`src/rtl/adder_sched_pkg.sv`:
```
// Shared types and constants for the round-robin adder scheduler.
package adder_sched_pkg;

    typedef enum logic [1:0] {
        S_IDLE,
        S_WAIT,
        S_RESP
    } state_e;

    localparam int OPW  = 4;
    localparam int SUMW = 5;

    function automatic int id_width(input int n);
        return (n <= 1) ? 1 : $clog2(n);
    endfunction

endpackage

```
`src/rtl/rr_pick.sv`:
```
// Rotating-priority one-hot picker: first set request at or after ptr_i.
module rr_pick
    import adder_sched_pkg::*;
#(
    parameter int N   = 4,
    parameter int IDW = 2
) (
    input  logic [N-1:0]   req_i,
    input  logic [IDW-1:0] ptr_i,
    output logic [N-1:0]   gnt_o,
    output logic [IDW-1:0] idx_o,
    output logic           any_o
);

    int j;

    always_comb begin
        gnt_o = '0;
        idx_o = '0;
        any_o = 1'b0;
        j     = 0;
        for (int k = 0; k < N; k++) begin
            j = (int'(ptr_i) + k) % N;
            if (!any_o && req_i[IDW'(j)]) begin
                any_o               = 1'b1;
                gnt_o[IDW'(j)]      = 1'b1;
                idx_o               = IDW'(j);
            end
        end
    end

endmodule

```
`src/rtl/adder_rr_scheduler.sv`:
```
// Round-robin front end sharing one 4-bit adder among NUM_REQ requesters,
// one operation in flight, tagged result on a valid/ready response port.
module adder_rr_scheduler
    import adder_sched_pkg::*;
#(
    parameter int NUM_REQ = 4,
    parameter int ADD_LAT = 1,
    parameter int IDW     = id_width(NUM_REQ)
) (
    input  logic                   clk,
    input  logic                   rst_n,
    input  logic [NUM_REQ-1:0]     req_valid,
    output logic [NUM_REQ-1:0]     req_ready,
    input  logic [NUM_REQ*OPW-1:0] req_a,
    input  logic [NUM_REQ*OPW-1:0] req_b,
    input  logic [NUM_REQ-1:0]     req_cin,
    output logic [OPW-1:0]         add_a,
    output logic [OPW-1:0]         add_b,
    output logic                   add_cin,
    input  logic [SUMW-1:0]        add_sum,
    output logic                   rsp_valid,
    input  logic                   rsp_ready,
    output logic [IDW-1:0]         rsp_id,
    output logic [SUMW-1:0]        rsp_sum
);

    localparam int CW = id_width(ADD_LAT + 1);

    state_e          state_q;
    logic [IDW-1:0]  ptr_q;
    logic [IDW-1:0]  ptr_d;
    logic [CW-1:0]   cnt_q;
    logic [OPW-1:0]  add_a_q;
    logic [OPW-1:0]  add_b_q;
    logic            add_cin_q;
    logic            rsp_valid_q;
    logic [IDW-1:0]  rsp_id_q;
    logic [SUMW-1:0] rsp_sum_q;

    logic [NUM_REQ-1:0] gnt;
    logic [IDW-1:0]     gidx;
    logic               any;

    rr_pick #(
        .N   (NUM_REQ),
        .IDW (IDW)
    ) u_pick (
        .req_i (req_valid),
        .ptr_i (ptr_q),
        .gnt_o (gnt),
        .idx_o (gidx),
        .any_o (any)
    );

    assign ptr_d = (int'(gidx) == NUM_REQ - 1) ? '0 : gidx + 1'b1;

    // Grant is only visible while idle and out of reset.
    assign req_ready = (state_q == S_IDLE && rst_n) ? gnt : '0;

    always_ff @(posedge clk or negedge rst_n) begin
        if (!rst_n) begin
            state_q     <= S_IDLE;
            ptr_q       <= '0;
            cnt_q       <= '0;
            add_a_q     <= '0;
            add_b_q     <= '0;
            add_cin_q   <= 1'b0;
            rsp_valid_q <= 1'b0;
            rsp_id_q    <= '0;
            rsp_sum_q   <= '0;
        end else begin
            unique case (state_q)
                S_IDLE: begin
                    if (any) begin
                        add_a_q   <= req_a[gidx*OPW +: OPW];
                        add_b_q   <= req_b[gidx*OPW +: OPW];
                        add_cin_q <= req_cin[gidx];
                        rsp_id_q  <= gidx;
                        ptr_q     <= ptr_d;
                        cnt_q     <= CW'(ADD_LAT);
                        state_q   <= S_WAIT;
                    end
                end
                S_WAIT: begin
                    if (cnt_q == '0) begin
                        rsp_sum_q   <= add_sum;
                        rsp_valid_q <= 1'b1;
                        state_q     <= S_RESP;
                    end else begin
                        cnt_q <= cnt_q - 1'b1;
                    end
                end
                S_RESP: begin
                    if (rsp_ready) begin
                        rsp_valid_q <= 1'b0;
                        state_q     <= S_IDLE;
                    end
                end
                default: state_q <= S_IDLE;
            endcase
        end
    end

    assign add_a     = add_a_q;
    assign add_b     = add_b_q;
    assign add_cin   = add_cin_q;
    assign rsp_valid = rsp_valid_q;
    assign rsp_id    = rsp_id_q;
    assign rsp_sum   = rsp_sum_q;

endmodule

```
`config.mk`:
```
export PLATFORM = sky130hd
export DESIGN_NAME = adder_rr_scheduler
export DESIGN_NICKNAME = d
export VERILOG_FILES = /design/src/rtl/adder_sched_pkg.sv /design/src/rtl/rr_pick.sv /design/src/rtl/adder_rr_scheduler.sv
export SDC_FILE = /design/constraint.sdc
export NUM_CORES = 1
export LEC_CHECK = 0
export BUFFER_PORTS_ARGS = -buffer_cell sky130_fd_sc_hd__buf_2
export CAP_MARGIN = 10
export CORE_MARGIN = 3
export CORE_UTILIZATION = 35
export DETAILED_ROUTE_END_ITERATION = 10
export SYNTH_ARGS = -nofsm -noshare
export SYNTH_HDL_FRONTEND = slang
export SYNTH_SLANG_ARGS = --single-unit
```
`constraint.sdc`:
```
create_clock -name clk -period 3 [get_ports clk]
set_clock_uncertainty 0.15 [all_clocks]
set_input_delay 0 -clock clk [delete_from_list [all_inputs] [get_ports clk]]
set_output_delay 0 -clock clk [all_outputs]
set_load 0.03 [all_outputs]
```
-- Yosys cells after proc, flatten, opt, wreduce, memory -nomap -nowiden
Index checks and enable logic that the tools add are counted.
- output and inout port bits: 21
- flip-flop bits (word level): 22
- shift-type cells: 2
- add/sub/neg operators: 5
- reductions and logical operators: 19
- multiplexer cells: 46
- equal/unequal tests: 6
- bitwise operators: 4
- order comparisons: 9
- operator list (operator ; count):
    16-bit by 5-bit variable part select with 4-bit output ; 2
    1-bit 2-to-1 mux ; 21
    4-bit 2-to-1 mux ; 5
    2-bit by 4-bit < comparator with 1-bit output (second input constant) ; 4
    2-bit 2-to-1 mux ; 8
    4-bit bitwise OR ; 3
    1-bit binary-select mux with 2-bit select ; 5
    1-bit demux with 2-bit select ; 4
    2-bit by 1-bit >= comparator with 1-bit output (second input constant) ; 4
    1-bit logical AND ; 8
    2-bit inequality test (second input constant) ; 3
    2-bit one-hot mux with 3 select lines ; 1
    2-bit AND reduction ; 3
    3-bit AND reduction ; 2
    2-bit by 1-bit adder with 2-bit output (second input constant) ; 2
    2-bit adder (second input constant) ; 2
    2-bit by 1-bit == test with 1-bit output (second input constant) ; 2
    1-bit one-hot mux with 2 select lines ; 2
    2-bit nonzero test ; 2
    1-bit zero test ; 3
    2-bit by 3-bit < comparator with 1-bit output (second input constant) ; 1
    2-bit == test (second input constant) ; 1
    2-bit zero test ; 1
    1-bit NOT ; 1
    1-bit subtractor (second input constant) ; 1

-- Depth between registers and ports, before layout
- word-level depth: 15
- mapped depth: 10
- mapped depth without buffers: 8

-- Hierarchy
From an unflattened synthesis, not the netlist that was laid out.
- cell total of the unflattened synthesis: 138
- area total of the unflattened synthesis: 1697.9 um^2
- modules (own cells, without submodules) (module ; cells each ; times used ; area each (um^2) ; seq. area each (um^2)):
    adder_rr_scheduler ; 76 ; 1 ; 1166.1 ; 550.5
    rr_pick ; 62 ; 1 ; 531.8 ; 0.0

-- Worst setup path after synthesis
Ideal clock, no wire load.
- path type: register -> register
- start: reg ptr_q[0]
- end: reg add_a_q[0] (netlist: add_a[0])
- arrival time: 2631 ps
- setup time: 126 ps
- cell stages (with the launch flop): 10
- path buffers: 2
- setup slack: 93 ps
- clock period less this slack: 2907 ps
- path through: dfrtp_1 -> buf_2 -> inv_1 -> ha_1 -> buf_6 -> mux4_2 -> a211o_4 -> o21ai_1 -> nor2_1 -> a221o_1
- word-level cells in the longest chain between the ends: 14
- elaborated cells on any way between the ends: 31
- classes of those cells: add/sub (3); shift (1); mux (20); reduce/logical (7)
- RTL lines (item ; RTL line ; RTL):
    start: declaration ; adder_rr_scheduler.sv:30 ; logic [IDW-1:0] ptr_q;
    start signal: assignment ; adder_rr_scheduler.sv:79 ; ptr_q <= ptr_d;
    branches (longest 14 deep; another with 2-bit by 1-bit adder with 2-bit output) ; -- ;
    end signal: assignment ; adder_rr_scheduler.sv:75 ; add_a_q <= req_a[gidx*OPW +: OPW];
    end: declaration ; adder_rr_scheduler.sv:33 ; logic [OPW-1:0] add_a_q;
Parallel ways; which one is timed is not known. The select of a mux whose other input is x is not followed.
A chain may end at the register's enable or synchronous reset.

-- Worst setup path in the final report
- start: reg ptr_q[0]
- end: out req_ready[0]
- word-level cells in the longest chain between the ends: 14
- elaborated cells on any way between the ends: 52
- classes of those cells: add/sub (3); order compare (8); mux (28); bitwise (3); reduce/logical (10)
- RTL lines (item ; RTL line ; RTL):
    branches (longest 12 deep; another with 2-bit by 4-bit < comparator with 1-bit output) ; -- ;
    4-bit 2-to-1 mux * ; rr_pick.sv:24 ; if (!any_o && req_i[IDW'(j)]) begin
    4-bit 2-to-1 mux * ; adder_rr_scheduler.sv:58 ; assign req_ready = (state_q == S_IDLE && rst_n) ? gnt : '0;
    end: declaration ; adder_rr_scheduler.sv:13 ; output logic [NUM_REQ-1:0] req_ready,
Every way passes the cells marked *. The select of a mux whose other input is x is not followed.

==> summary.md <==
| Metric | Value |
|---|---|
| Die Area | `5633 µm²` |
| Share of layout cells above drive strength 1 | `35.23%` |
| Initial Util | `37.30%` |
| Final wirelength | `4851 µm` |
| Cells on worst reg2reg path | `7` |
| IO Count | `69` |
| Critical Path AT | `2490 ps` |
| Lkg Pwr | `1.157 nW` |
| Post-Layout Cell Count | `333` |
| Worst Setup EP | `req_ready[0]` |
| Pwr Total | `2.452 mW` |
| Die Y | `75.06 µm` |
| Worst hold path class | `in2reg` |
| Layout Nets | `338` |
| Post-CTS sizing | `0` |
| Number of remaining DRC errors | `0` |
| Crit path required time | `2850 ps` |
| Pin count of the biggest net entering global routing | `24` |
| RSZ-0062 raised after global routing | `no` |
| Gr usage total | `18.05%` |
| Prevailing post-synth register cell | `dfrtp_1` |
| Mapped Cells | `178` |
| Slack of the worst reg-to-reg path | `460 ps` |
| Crit Reg-Reg Startpoint | `ptr_q[0]` |
| Clock latency on the worst-skew pair | `260 ps` |
| WS Path Type | `reg2out` |
| Setup crit start | `ptr_q[0]` |
| Final setup fails | `0` |
| Mean Syn Cell Area | `9.377 µm²` |
| DP Cell Count | `300` |
| Syn Std Cell Area | `1669 µm²` |
| Endpoint class of the critical path | `output pin` |
| Post-Syn Nets | `234` |
| Fillers | `401` |
| Seq/Total Area, Yosys | `32.98%` |
| Yosys synthesis warning count | `0` |
| DR iter-0 viols | `78` |
| Power Dens Cells | `1004 nW/µm²` |
| Post-synthesis async set-or-reset flop share | `100.0%` |
| Final min period | `2639 ps` |
| Post-synth EDFFs | `0` |
| Reg2reg end | `add_a[0]` |
| Root Buffer | `clkbuf_8` |
| Fin. Hold Viols | `0` |
| Post-synthesis cell type count | `39` |
| Maxcap violations | `0` |
| Vias per cell | `5.189` |
| Detailed Place HPWL | `3274 µm` |
| Antenna Cells | `0` |
| Vias | `1728` |
| Area Overhead vs Synth | `46.33%` |
| Core area | `4474 µm²` |
| HP Start | `req_b[2]` |
| H-tree depth reported by CTS | `1` |
| Post-CTS Setup Repair Bufs | `0` |
| GPL Wtd Cong | `0.8058` |
| Commonest non-fill, non-tap cells in the layout | `68 x buf_2, 29 x dlygate4sd3_1, 24 x nand2_1, 22 x dfrtp_1, 15 x nor2_1` |
| Yosys reg bits | `22` |
| Final antenna-violating net count | `0` |
| Worst-path fanout max | `8` |
| Reg clk slew, reported paths | `80 ps` |
| # hold bufs at CTS | `29` |
| TritonRoute pass-1 iters | `4` |
| Slew @ Worst Pin | `510.8 ps` |
| Die Span X | `75.06 µm` |
| Congestion Overflow GR | `0` |
| Final Cycle Share | `87.96%` |
| Peak supply drop | `0.4540 mV` |
| Critical Path Start Type | `register` |
| CTS Sinks | `22` |
| Final Util | `54.59%` |
| Slew HR | `65.95%` |
| Port bufs | `68` |
| CTS tree | `done` |
| Setup TNS | `0 ps` |
| Commonest non-fill, non-tap cell in the layout | `buf_2` |
| Bufs on Longest Clock Path | `2` |
| Vias in the first global route | `1649` |
| Initial antenna violation count | `0` |
| Status | `complete, no violations` |
| Final Slew Violations | `0` |
| Routed wire length per instance | `14.57 µm` |
| Global-route wire length before repair | `7810 µm` |
| Peak Freq | `378.9 MHz` |
| Rows | `24` |
| CTS Buf Count | `3` |
-- metrics by stage --
stage | hold WS, ps | setup slack (ps) | area (µm²)
final | 4.587 | 361.1 | 2442
after global routing | 42.42 | 247.6 | 2442
after CTS | 2.327 | 355.0 | 2442
after detailed placement | -150.7 | 449.7 | 2097
after global placement | -151.0 | 510.8 | 2097
after floorplan | -445.6 | 92.71 | 1669
-- kinds of logic (layout without fill, tap and decap cells) --
family / count (synthesis) / after routing / synth area share [%]
AND/OR/NAND/NOR: 66 / 66 / 18.82
multiplexers: 28 / 28 / 19.26
adder cells (fa/ha/maj): 8 / 8 / 5.997
buffers and inverters: 12 / 115 / 3.598
flip-flops: 22 / 22 / 32.98
AO/OA/AOI/OAI: 42 / 42 / 19.34
-- power by group --
| group | switching (mW) | internal [mW] | total, mW |
|---|---|---|---|
| Clock | 0.0945 | 0.117 | 0.212 |
| Sequential | 0.0849 | 0.452 | 0.537 |
| Combinational | 1.01 | 0.690 | 1.70 |
| Total | 1.19 | 1.26 | 2.45 |
-- cells in the mapped netlist, drive strengths merged, types with 4 or more instances --
library cell | n | share of area, %
mux2 | 13 | 8.8
dfrtp | 22 | 33
nand2 | 25 | 6.6
buf | 4 | 1.7
a21oi | 5 | 1.5
a221o | 4 | 2.4
nor2 | 15 | 3.4
nand3 | 4 | 1.2
mux2i | 14 | 9.1
nor3 | 8 | 2.4
inv | 6 | 1.3
a21boi | 4 | 1.8
a31oi | 4 | 1.9
o21ai | 6 | 1.8
ha | 8 | 6.0
nand2b | 5 | 1.9
-- worst max-delay path, cell delays in order (launching register included) --
cell and delay [ps]:
dfrtp_1 350, inv_1 60, ha_1 330, buf_4 180, or3_1 380, nor3_1 150, a31oi_1 60, o32ai_1 230
nand2_1 110, a31oi_1 170, buf_2 220
-- worst min path at each step --
stage / end / slack (ps) / depth (start not counted)
after floorplan: add_a[0] / -450 / 0
after global placement: rsp_valid / -150 / 1
after detailed placement: rsp_valid / -150 / 1
after CTS: add_b[2] / 2 / 4
after global routing: add_b[2] / 40 / 4
final: add_b[2] / 5 / 4
-- layout make-up --
cell class,count,area (µm²),share of cell area (%)
multi-input cells,144,1059,43.34
inverters,6,22.52,0.9221
clock buffers,4,55.05,2.254
well taps,52,65.06,2.664
repair buffers,105,690.7,28.28
flip-flops and latches,22,550.5,22.54
-- sequential cells by signal, summed over array words and instances (netlist names), 2 cells and up --
| name | count |
|---|---|
| state_q | 2 |
| rsp_id | 2 |
| rsp_sum | 5 |
| ptr_q | 2 |
| add_b | 4 |
| add_a | 4 |
-- routing by layer --
layer | track usage [%] | routed length (µm) | up-vias
met1 | 23.64 | 2110 | 797
met2 | 30.27 | 2446 | 53
met3 | 4.272 | 224 | 8
li1 | - | - | 870
met4 | 3.953 | 70 | 0
met5 | 0 | 0 | -
(Power assumes the default switching activity.)
